==> config.mk <==
export PLATFORM = sky130hd
export DESIGN_NAME = iter_alu
export DESIGN_NICKNAME = d
export VERILOG_FILES = /design/src/rtl/iter_alu.sv
export SDC_FILE = /design/constraint.sdc
export NUM_CORES = 1
export LEC_CHECK = 0
export CORE_MARGIN = 4
export CORE_UTILIZATION = 60
export DETAILED_ROUTE_END_ITERATION = 8
export GPL_ROUTABILITY_DRIVEN = 0
export PLACE_DENSITY = 0.8
export SYNTH_ARGS = -nofsm -noshare
export SYNTH_HDL_FRONTEND = slang
export SYNTH_SLANG_ARGS = --single-unit
==> constraint.sdc <==
create_clock -name clk -period 5 [get_ports clk]
set_input_delay 0.5 -clock clk [delete_from_list [all_inputs] [get_ports clk]]
set_output_delay 0.5 -clock clk [all_outputs]
set_load 0.05 [all_outputs]
==> src/rtl/iter_alu.sv <==
// Iterative ALU: single-cycle logic/arithmetic ops plus WIDTH-cycle
// shift-add multiply and restoring divide behind a start/busy/done handshake.
module iter_alu #(
    parameter int WIDTH = 8
) (
    input  logic             clk,
    input  logic             reset,
    input  logic             start,
    input  logic [WIDTH-1:0] a,
    input  logic [WIDTH-1:0] b,
    input  logic [3:0]       alucontrol,
    output logic [WIDTH-1:0] result,
    output logic [WIDTH-1:0] result_hi,
    output logic             zero,
    output logic             overflow,
    output logic             div_by_zero,
    output logic             busy,
    output logic             done
);

    localparam logic [3:0] OP_ADD  = 4'd0;
    localparam logic [3:0] OP_SUB  = 4'd1;
    localparam logic [3:0] OP_AND  = 4'd2;
    localparam logic [3:0] OP_OR   = 4'd3;
    localparam logic [3:0] OP_SLT  = 4'd4;
    localparam logic [3:0] OP_XOR  = 4'd5;
    localparam logic [3:0] OP_NOR  = 4'd6;
    localparam logic [3:0] OP_SLTU = 4'd7;
    localparam logic [3:0] OP_MULU = 4'd8;
    localparam logic [3:0] OP_DIVU = 4'd9;

    localparam logic [5:0] CNT_LAST = 6'(WIDTH - 1);

    typedef enum logic {IDLE, RUN} state_t;

    state_t           r_state, w_state_nxt;
    logic [5:0]       r_cnt;
    logic             r_is_div;
    logic [WIDTH-1:0] r_opnd, r_hi, r_lo;
    logic [WIDTH-1:0] r_result, r_result_hi;
    logic             r_zero, r_overflow, r_div_by_zero, r_done;

    logic             w_accept, w_iter_op, w_last;
    logic [WIDTH-1:0] w_sum, w_diff, w_res;
    logic             w_ovf;
    logic [WIDTH:0]   w_mul_sum, w_rem_sh;
    logic [WIDTH-1:0] w_div_diff;
    logic             w_div_ge;
    logic [WIDTH-1:0] w_hi_nxt, w_lo_nxt;

    // Signed overflow of x + y = r: operands agree in sign, result does not.
    function automatic logic f_add_ovf(input logic sx, input logic sy, input logic sr);
        return (sx == sy) && (sr != sx);
    endfunction

    assign w_iter_op = (alucontrol == OP_MULU) || (alucontrol == OP_DIVU);
    assign w_last    = (r_cnt == CNT_LAST);
    assign w_sum     = a + b;
    assign w_diff    = a - b;

    always_comb begin
        w_res = '0;
        w_ovf = 1'b0;
        case (alucontrol)
            OP_ADD: begin
                w_res = w_sum;
                w_ovf = f_add_ovf(a[WIDTH-1], b[WIDTH-1], w_sum[WIDTH-1]);
            end
            OP_SUB: begin
                w_res = w_diff;
                w_ovf = f_add_ovf(a[WIDTH-1], ~b[WIDTH-1], w_diff[WIDTH-1]);
            end
            OP_AND:  w_res = a & b;
            OP_OR:   w_res = a | b;
            OP_SLT:  w_res = {{(WIDTH-1){1'b0}}, ($signed(a) < $signed(b))};
            OP_XOR:  w_res = a ^ b;
            OP_NOR:  w_res = ~(a | b);
            OP_SLTU: w_res = {{(WIDTH-1){1'b0}}, (a < b)};
            default: w_res = '0;
        endcase
    end

    // One iteration step. Multiply: {hi,lo} holds partial product over the
    // shrinking multiplier. Divide: hi is the remainder, lo shifts dividend
    // out and quotient bits in; b=0 naturally yields all-ones and rem=a.
    assign w_mul_sum  = {1'b0, r_hi} + {1'b0, (r_lo[0] ? r_opnd : '0)};
    assign w_rem_sh   = {r_hi, r_lo[WIDTH-1]};
    assign w_div_ge   = (w_rem_sh >= {1'b0, r_opnd});
    assign w_div_diff = w_rem_sh[WIDTH-1:0] - r_opnd;

    always_comb begin
        w_hi_nxt = w_mul_sum[WIDTH:1];
        w_lo_nxt = {w_mul_sum[0], r_lo[WIDTH-1:1]};
        if (r_is_div) begin
            w_hi_nxt = w_div_ge ? w_div_diff : w_rem_sh[WIDTH-1:0];
            w_lo_nxt = {r_lo[WIDTH-2:0], w_div_ge};
        end
    end

    always_comb begin
        w_state_nxt = r_state;
        w_accept    = 1'b0;
        case (r_state)
            IDLE: begin
                if (start) begin
                    w_accept = 1'b1;
                    if (w_iter_op) w_state_nxt = RUN;
                end
            end
            RUN: begin
                if (w_last) w_state_nxt = IDLE;
            end
            default: w_state_nxt = IDLE;
        endcase
    end

    always_ff @(posedge clk or posedge reset) begin
        if (reset) r_state <= IDLE;
        else       r_state <= w_state_nxt;
    end

    always_ff @(posedge clk or posedge reset) begin
        if (reset) begin
            r_cnt    <= '0;
            r_is_div <= 1'b0;
        end else if (w_accept) begin
            r_cnt    <= '0;
            r_is_div <= (alucontrol == OP_DIVU);
        end else if (r_state == RUN) begin
            r_cnt    <= r_cnt + 6'd1;
        end
    end

    // Working registers are invisible outside RUN, so they need no reset.
    always_ff @(posedge clk) begin
        if (w_accept && w_iter_op) begin
            r_opnd <= (alucontrol == OP_DIVU) ? b : a;
            r_lo   <= (alucontrol == OP_DIVU) ? a : b;
            r_hi   <= '0;
        end else if (r_state == RUN) begin
            r_hi   <= w_hi_nxt;
            r_lo   <= w_lo_nxt;
        end
    end

    always_ff @(posedge clk or posedge reset) begin
        if (reset) begin
            r_result      <= '0;
            r_result_hi   <= '0;
            r_zero        <= 1'b0;
            r_overflow    <= 1'b0;
            r_div_by_zero <= 1'b0;
            r_done        <= 1'b0;
        end else begin
            r_done <= 1'b0;
            if (w_accept && !w_iter_op) begin
                r_result      <= w_res;
                r_result_hi   <= '0;
                r_zero        <= (w_res == '0);
                r_overflow    <= w_ovf;
                r_div_by_zero <= 1'b0;
                r_done        <= 1'b1;
            end else if (r_state == RUN && w_last) begin
                r_result      <= w_lo_nxt;
                r_result_hi   <= w_hi_nxt;
                r_zero        <= (w_lo_nxt == '0);
                r_overflow    <= 1'b0;
                r_div_by_zero <= r_is_div && (r_opnd == '0);
                r_done        <= 1'b1;
            end
        end
    end

    assign result      = r_result;
    assign result_hi   = r_result_hi;
    assign zero        = r_zero;
    assign overflow    = r_overflow;
    assign div_by_zero = r_div_by_zero;
    assign done        = r_done;
    assign busy        = (r_state == RUN);

endmodule

-- Yosys cells after proc, flatten, opt, wreduce, memory -nomap -nowiden
Index checks and enable logic that the tools add are counted.
- add/sub/neg operators: 5
- $lt $le $gt $ge: 3
- equality and inequality tests: 14
- multiplexer cells: 30
- bitwise operators: 6
- reductions and logical operators: 15
- operator list (kind ; count):
    $mux W8 ; 12
    $pmux W8 S8 ; 1
    $logic_not A8 Y1 ; 3
    $eq A4 B3 Y1 const B ; 4
    $lt A8 B8 Y1 ; 2
    $sub A8 B8 Y8 ; 2
    $mux W1 ; 13
    $mux W6 ; 2
    $add A8 B8 Y9 ; 1
    $ge A9 B8 Y1 ; 1
    $add A8 B8 Y8 ; 1
    $and A8 B8 Y8 ; 1
    $eq A4 B2 Y1 const B ; 2
    $eq A4 B4 Y1 const B ; 2
    $not A8 Y8 ; 1
    $or A8 B8 Y8 ; 1
    $xor A8 B8 Y8 ; 1
    $add A6 B1 Y6 const B ; 1
    $eq A6 B3 Y1 const B ; 1
    $logic_and A1 B1 Y1 ; 6
    $reduce_bool A2 Y1 ; 3
    $eq A4 B1 Y1 const B ; 1
    $logic_not A4 Y1 ; 1
    $pmux W1 S2 ; 2
    other kinds (5) ; 8
- flip-flop bits (word level): 52
- input bits: 23
- output and inout bits: 21
- logic and storage cells: 85

-- Longest topological paths before layout
- depth in word-level cells: 6
- depth in mapped cells: 11
- depth with buffers taken out: 11

-- Worst setup path after synthesis
No wires, ideal clock.
- path type: input port to flip-flop
- start: input port a[0]
- end: register r_zero, in the netlist zero
- setup time: 0.066 ns
- data arrival time: 2.359 ns
- setup slack: 2.575 ns
- stages on the path: 11
- path through: inv_1 -> ha_1 -> inv_1 -> fa_1 -> mux2_2 -> a221oi_1 -> o311ai_0 -> nor2_1 -> nand2_1 -> nor4_1 -> a31o_1
- longest elaborated chain between the ends: 5
- elaborated cells between the ends (all ways): 11
- classes of those cells: 2 x add/sub; 2 x order compare; 2 x mux; 4 x bitwise; 1 x reduce/logical
- ends and longest elaborated chain (item ; line ; RTL):
    start, declared ; 9 ; input logic [WIDTH-1:0] a,
    branches (longest 2 deep; another with $sub A8 B8 Y8) ; n/a ;
    $pmux W8 S8 * ; 64 ; case (alucontrol)
    $logic_not A8 Y1 * ; 159 ; r_zero <= (w_res == '0);
    $mux W1 * ; 156 ; if (w_accept && !w_iter_op) begin
    end signal, assigned ; 159 ;
    end signal, assigned ; 166 ; r_zero <= (w_lo_nxt == '0);
    end, declared ; 41 ; logic r_zero, r_overflow, r_div_by_zero, r_done;
Mark *: on every way between the ends.
A chain may end at the register's enable or synchronous reset.

-- Worst setup path after layout
- start: input port alucontrol[2]
- end: register r_lo[6], enable pin
- longest elaborated chain between the ends: 4
- elaborated cells between the ends (all ways): 5
- classes of those cells: 2 x eq/ne; 3 x reduce/logical
- ends and longest elaborated chain (item ; line ; RTL):
    start, declared ; 11 ; input logic [3:0] alucontrol,
    $eq A4 B4 Y1 ; 56 ; assign w_iter_op = (alucontrol == OP_MULU) || (alucontrol == OP_DIVU);
    $logic_or A1 B1 Y1 * ; 56 ;
    $logic_and A1 B1 Y1 * ; 136 ; if (w_accept && w_iter_op) begin
    $reduce_bool A2 Y1 (no line) * ; n/a ;
    end signal, assigned ; 138 ; r_lo <= (alucontrol == OP_DIVU) ? a : b;
    end signal, assigned ; 142 ; r_lo <= w_lo_nxt;
    end, declared ; 39 ; logic [WIDTH-1:0] r_opnd, r_hi, r_lo;
Mark *: on every way between the ends. The rest lies on a longest branch, timed or not.

==> results.cfg <==
[drt]
num_vias = 4209
dr.pass1.iters = 5
routed_via_density = 6.38
drc = 0
dr.first_iter.drc_count = 350
postRouteWirelength_um = 12100
wl_per_cell_um = 18.4
drtAntennaViolNets = 0

[sta]
rsz0062_at_grt = false
finalClockSkew_ns = 0.0100
layout_worst_path_cycle_share = 0.652
min_period_ns = 3.26
relSlewSlack = 0.290
hold_viol = 0
holdWs_ns = 0.509
worst_slew_pin_slew_ns = 1.06
finalMaxSlewViolations = 0
setup_viol = 0
timing.fmax_mhz = 307
finalSetupTns_ns = 0

[setup_path]
crit_slowest_cell = clkdlybuf4s50_1
cp_num_buf_inv = 4
crit_family = buffers and inverters
cp_max_fo = 27
arrival_ns = 3.25
cp-end-kind = flip-flop
worst-path-stages = 7
path_common_cell = nor2_1
worstSetupPathType = in2reg
r2r_cells = 11
slowest_delay_ns = 0.91
path_cells = clkdlybuf4s50_1 -> nor2_1 -> nand3_1 -> clkinv_1 -> buf_4 -> nor2_1 -> inv_1
worstPathRequired_ns = 4.99
startpoint_type = input port

[clock_network]
cts_tree = yes
cts_num_sinks = 52
clock_latency_ns = 0.31
cts_setup_buffers = 0
clk_pin_slew_worst_paths_ns = 0.10
cts_buffer_depth = 2
cts_root_buf = clkbuf_8
cts_hold_buf = 0
post_cts_resized = 0
htree_levels = 2
cts_made_buffers = 5

[floorplanning]
dieArea_um2 = 9020
fp.dieW_um = 95.0
start_util = 0.622
core_area_um2 = 7290
die_y_um = 95.0
core.rowCount = 31
io_pins = 44

[placement]
dp_hpwl_um = 9370
placed_cell_area_um2 = 4990
numPortBuffers = 43

[power]
pwr-share-clk = 0.109
power_density_nw_per_um2 = 468
leakage_nw = 2.16
switching_power_mw = 1.13
sw_frac_of_total = 0.476
cell_internal_pwr_mw = 1.25
p_seq_frac = 0.313
fin_total_pwr_mw = 2.38
p_comb_frac = 0.578
vdd_drop_max_mv = 0.200

[global_route]
grt_max_degree = 31
grt_overflow = 0
gr-usage-all-layers = 0.280
grt_pass1_wl_um = 19900
antenna_found_initial = 0
grt_pass1_vias = 4077

[finish]
final_cell_mix = 48 x o21ai_0, 45 x inv_1, 43 x ha_1, 43 x clkdlybuf4s50_1, 42 x nand2_1
areaGrowthSynthToFinish_pct = 12.0
nets = 630
final_cell_area_um2 = 5080
antenna-diode-count = 0
layout_commonest_cell = o21ai_0
multiInputGateArea_um2 = 2900
post-route-util = 0.697
drive_gt1_frac = 0.0481
fillCellCount = 608
regArea_um2 = 1340

[synthesis]
yosysWarnings = 0
syn_nets = 604
synth-seq-area-share = 0.296
synth_edf_count = 16
avgSynthCellArea_um2 = 8.50
netlist_area_um2 = 4540
synth_ff_type = dfrtp_1
async_reset_ff_frac = 0.538
ys_ff_latch = 52
yosysUniqueCellTypes = 68
netlist_instances = 534

[worst_hold_path]
hold_depth = 2
hold_path.class = reg2reg

[flow_run]
drv_cap = 0

[outcome]
status = finished, final reports clean
-- worst register-to-register path, delay by kind of cell, from the launching register on --
kind                     cells  cell delay, ns
AO/OA/AOI/OAI                6            1.16
adder cells (fa/ha/maj)      2            0.57
flip-flops                   1            0.55
AND/OR/NAND/NOR              2            0.32
buffers and inverters        1            0.06
-- synth_stat cells (all sizes together) (5+ instances only) --
library cell   n  area (um2)
edfxtp        16         480
o221ai        10        87.6
and2           8        50.1
inv           46         173
dfxtp          8         160
dfrtp         28         701
a21oi         26         130
mux2i         14         140
a21o           7        52.6
nand2         42         158
o21a           8        60.1
ha            43         538
o21ai         48         240
mux2           7        78.8
nor3          13        65.1
a22o          11        96.3
clkbuf        14        52.6
nor2          37         141
nor2b         13        81.3
nor4           8        62.6
or3            5        31.3
o22ai          9        56.3
nand3          9        45.0
buf           13        77.6
nand2b         6        37.5
o211ai         5        37.5
-- routing by layer --
layer | track usage | routed length [um] | vias up
met5 | 0 | 0 | -
met4 | 0.0649 | 234 | 0
met3 | 0.0287 | 589 | 18
met2 | 0.503 | 6140 | 154
met1 | 0.361 | 5160 | 2012
li1 | - | - | 2025
-- state kept, by name, summed over array words and instances, names as in the netlist --
signal / count
overflow: 1
busy: 1
r_opnd: 8
div_by_zero: 1
result_hi: 8
zero: 1
r_cnt: 6
done: 1
r_lo: 8
r_is_div: 1
result: 8
r_hi: 8
-- worst paths after layout --
path / slack, ns / to / from
max: 1.74 / r_lo[6] / alucontrol[2]
min: 0.51 / overflow / overflow
min in group asynchronous: 0.74 / r_cnt[4] / reset
min reg2reg: 0.51 / overflow / overflow
max reg2reg: 2.30 / result_hi[7] / r_lo[0]
max in group asynchronous: 3.62 / done / reset
-- cell families (layout without fill, tap and decap cells) --
| kind of cell | after synthesis | after routing | share of synthesized area |
|---|---|---|---|
| AOI/OAI and AO/OA | 173 | 173 | 0.260 |
| xor gates and xnor gates | 8 | 8 | 0.0154 |
| adders and majority gates | 47 | 47 | 0.136 |
| buffers and inverters | 74 | 101 | 0.0675 |
| DFF | 52 | 52 | 0.296 |
| muxes | 21 | 21 | 0.0482 |
| and+or+nand+nor | 159 | 159 | 0.177 |
-- power groups by stage --
| stage | clock network, mW | logic (mW) | registers [mW] |
|---|---|---|---|
| finish | 0.258 | 1.38 | 0.746 |
| global route | 0.277 | 1.51 | 0.762 |
| CTS | 0.257 | 1.37 | 0.744 |
| detailed placement | 0 | 1.36 | 0.752 |
| global placement | 0 | 1.32 | 0.748 |
| floorplan | 0 | 0.839 | 0.875 |
-- through the flow --
step / std cells / worst slack, ns
2_1_floorplan: 534 / 2.58
3_3_place_gp: 652 / 1.53
3_5_place_dp: 652 / 1.47
4_1_cts: 660 / 1.81
5_1_grt: 660 / 1.47
6_report: 660 / 1.74
-- layout make-up --
type                            instances  share of cell area
Multi-Input combinational cell        408               0.570
Clock buffer                            5              0.0135
Sequential cell                        52               0.264
Tap cell                               99              0.0244
Timing Repair Buffer                   46              0.0891
Clock inverter                          3             0.00468
Inverter                               47              0.0347
No activity file was read; power rests on OpenSTA's default activity.
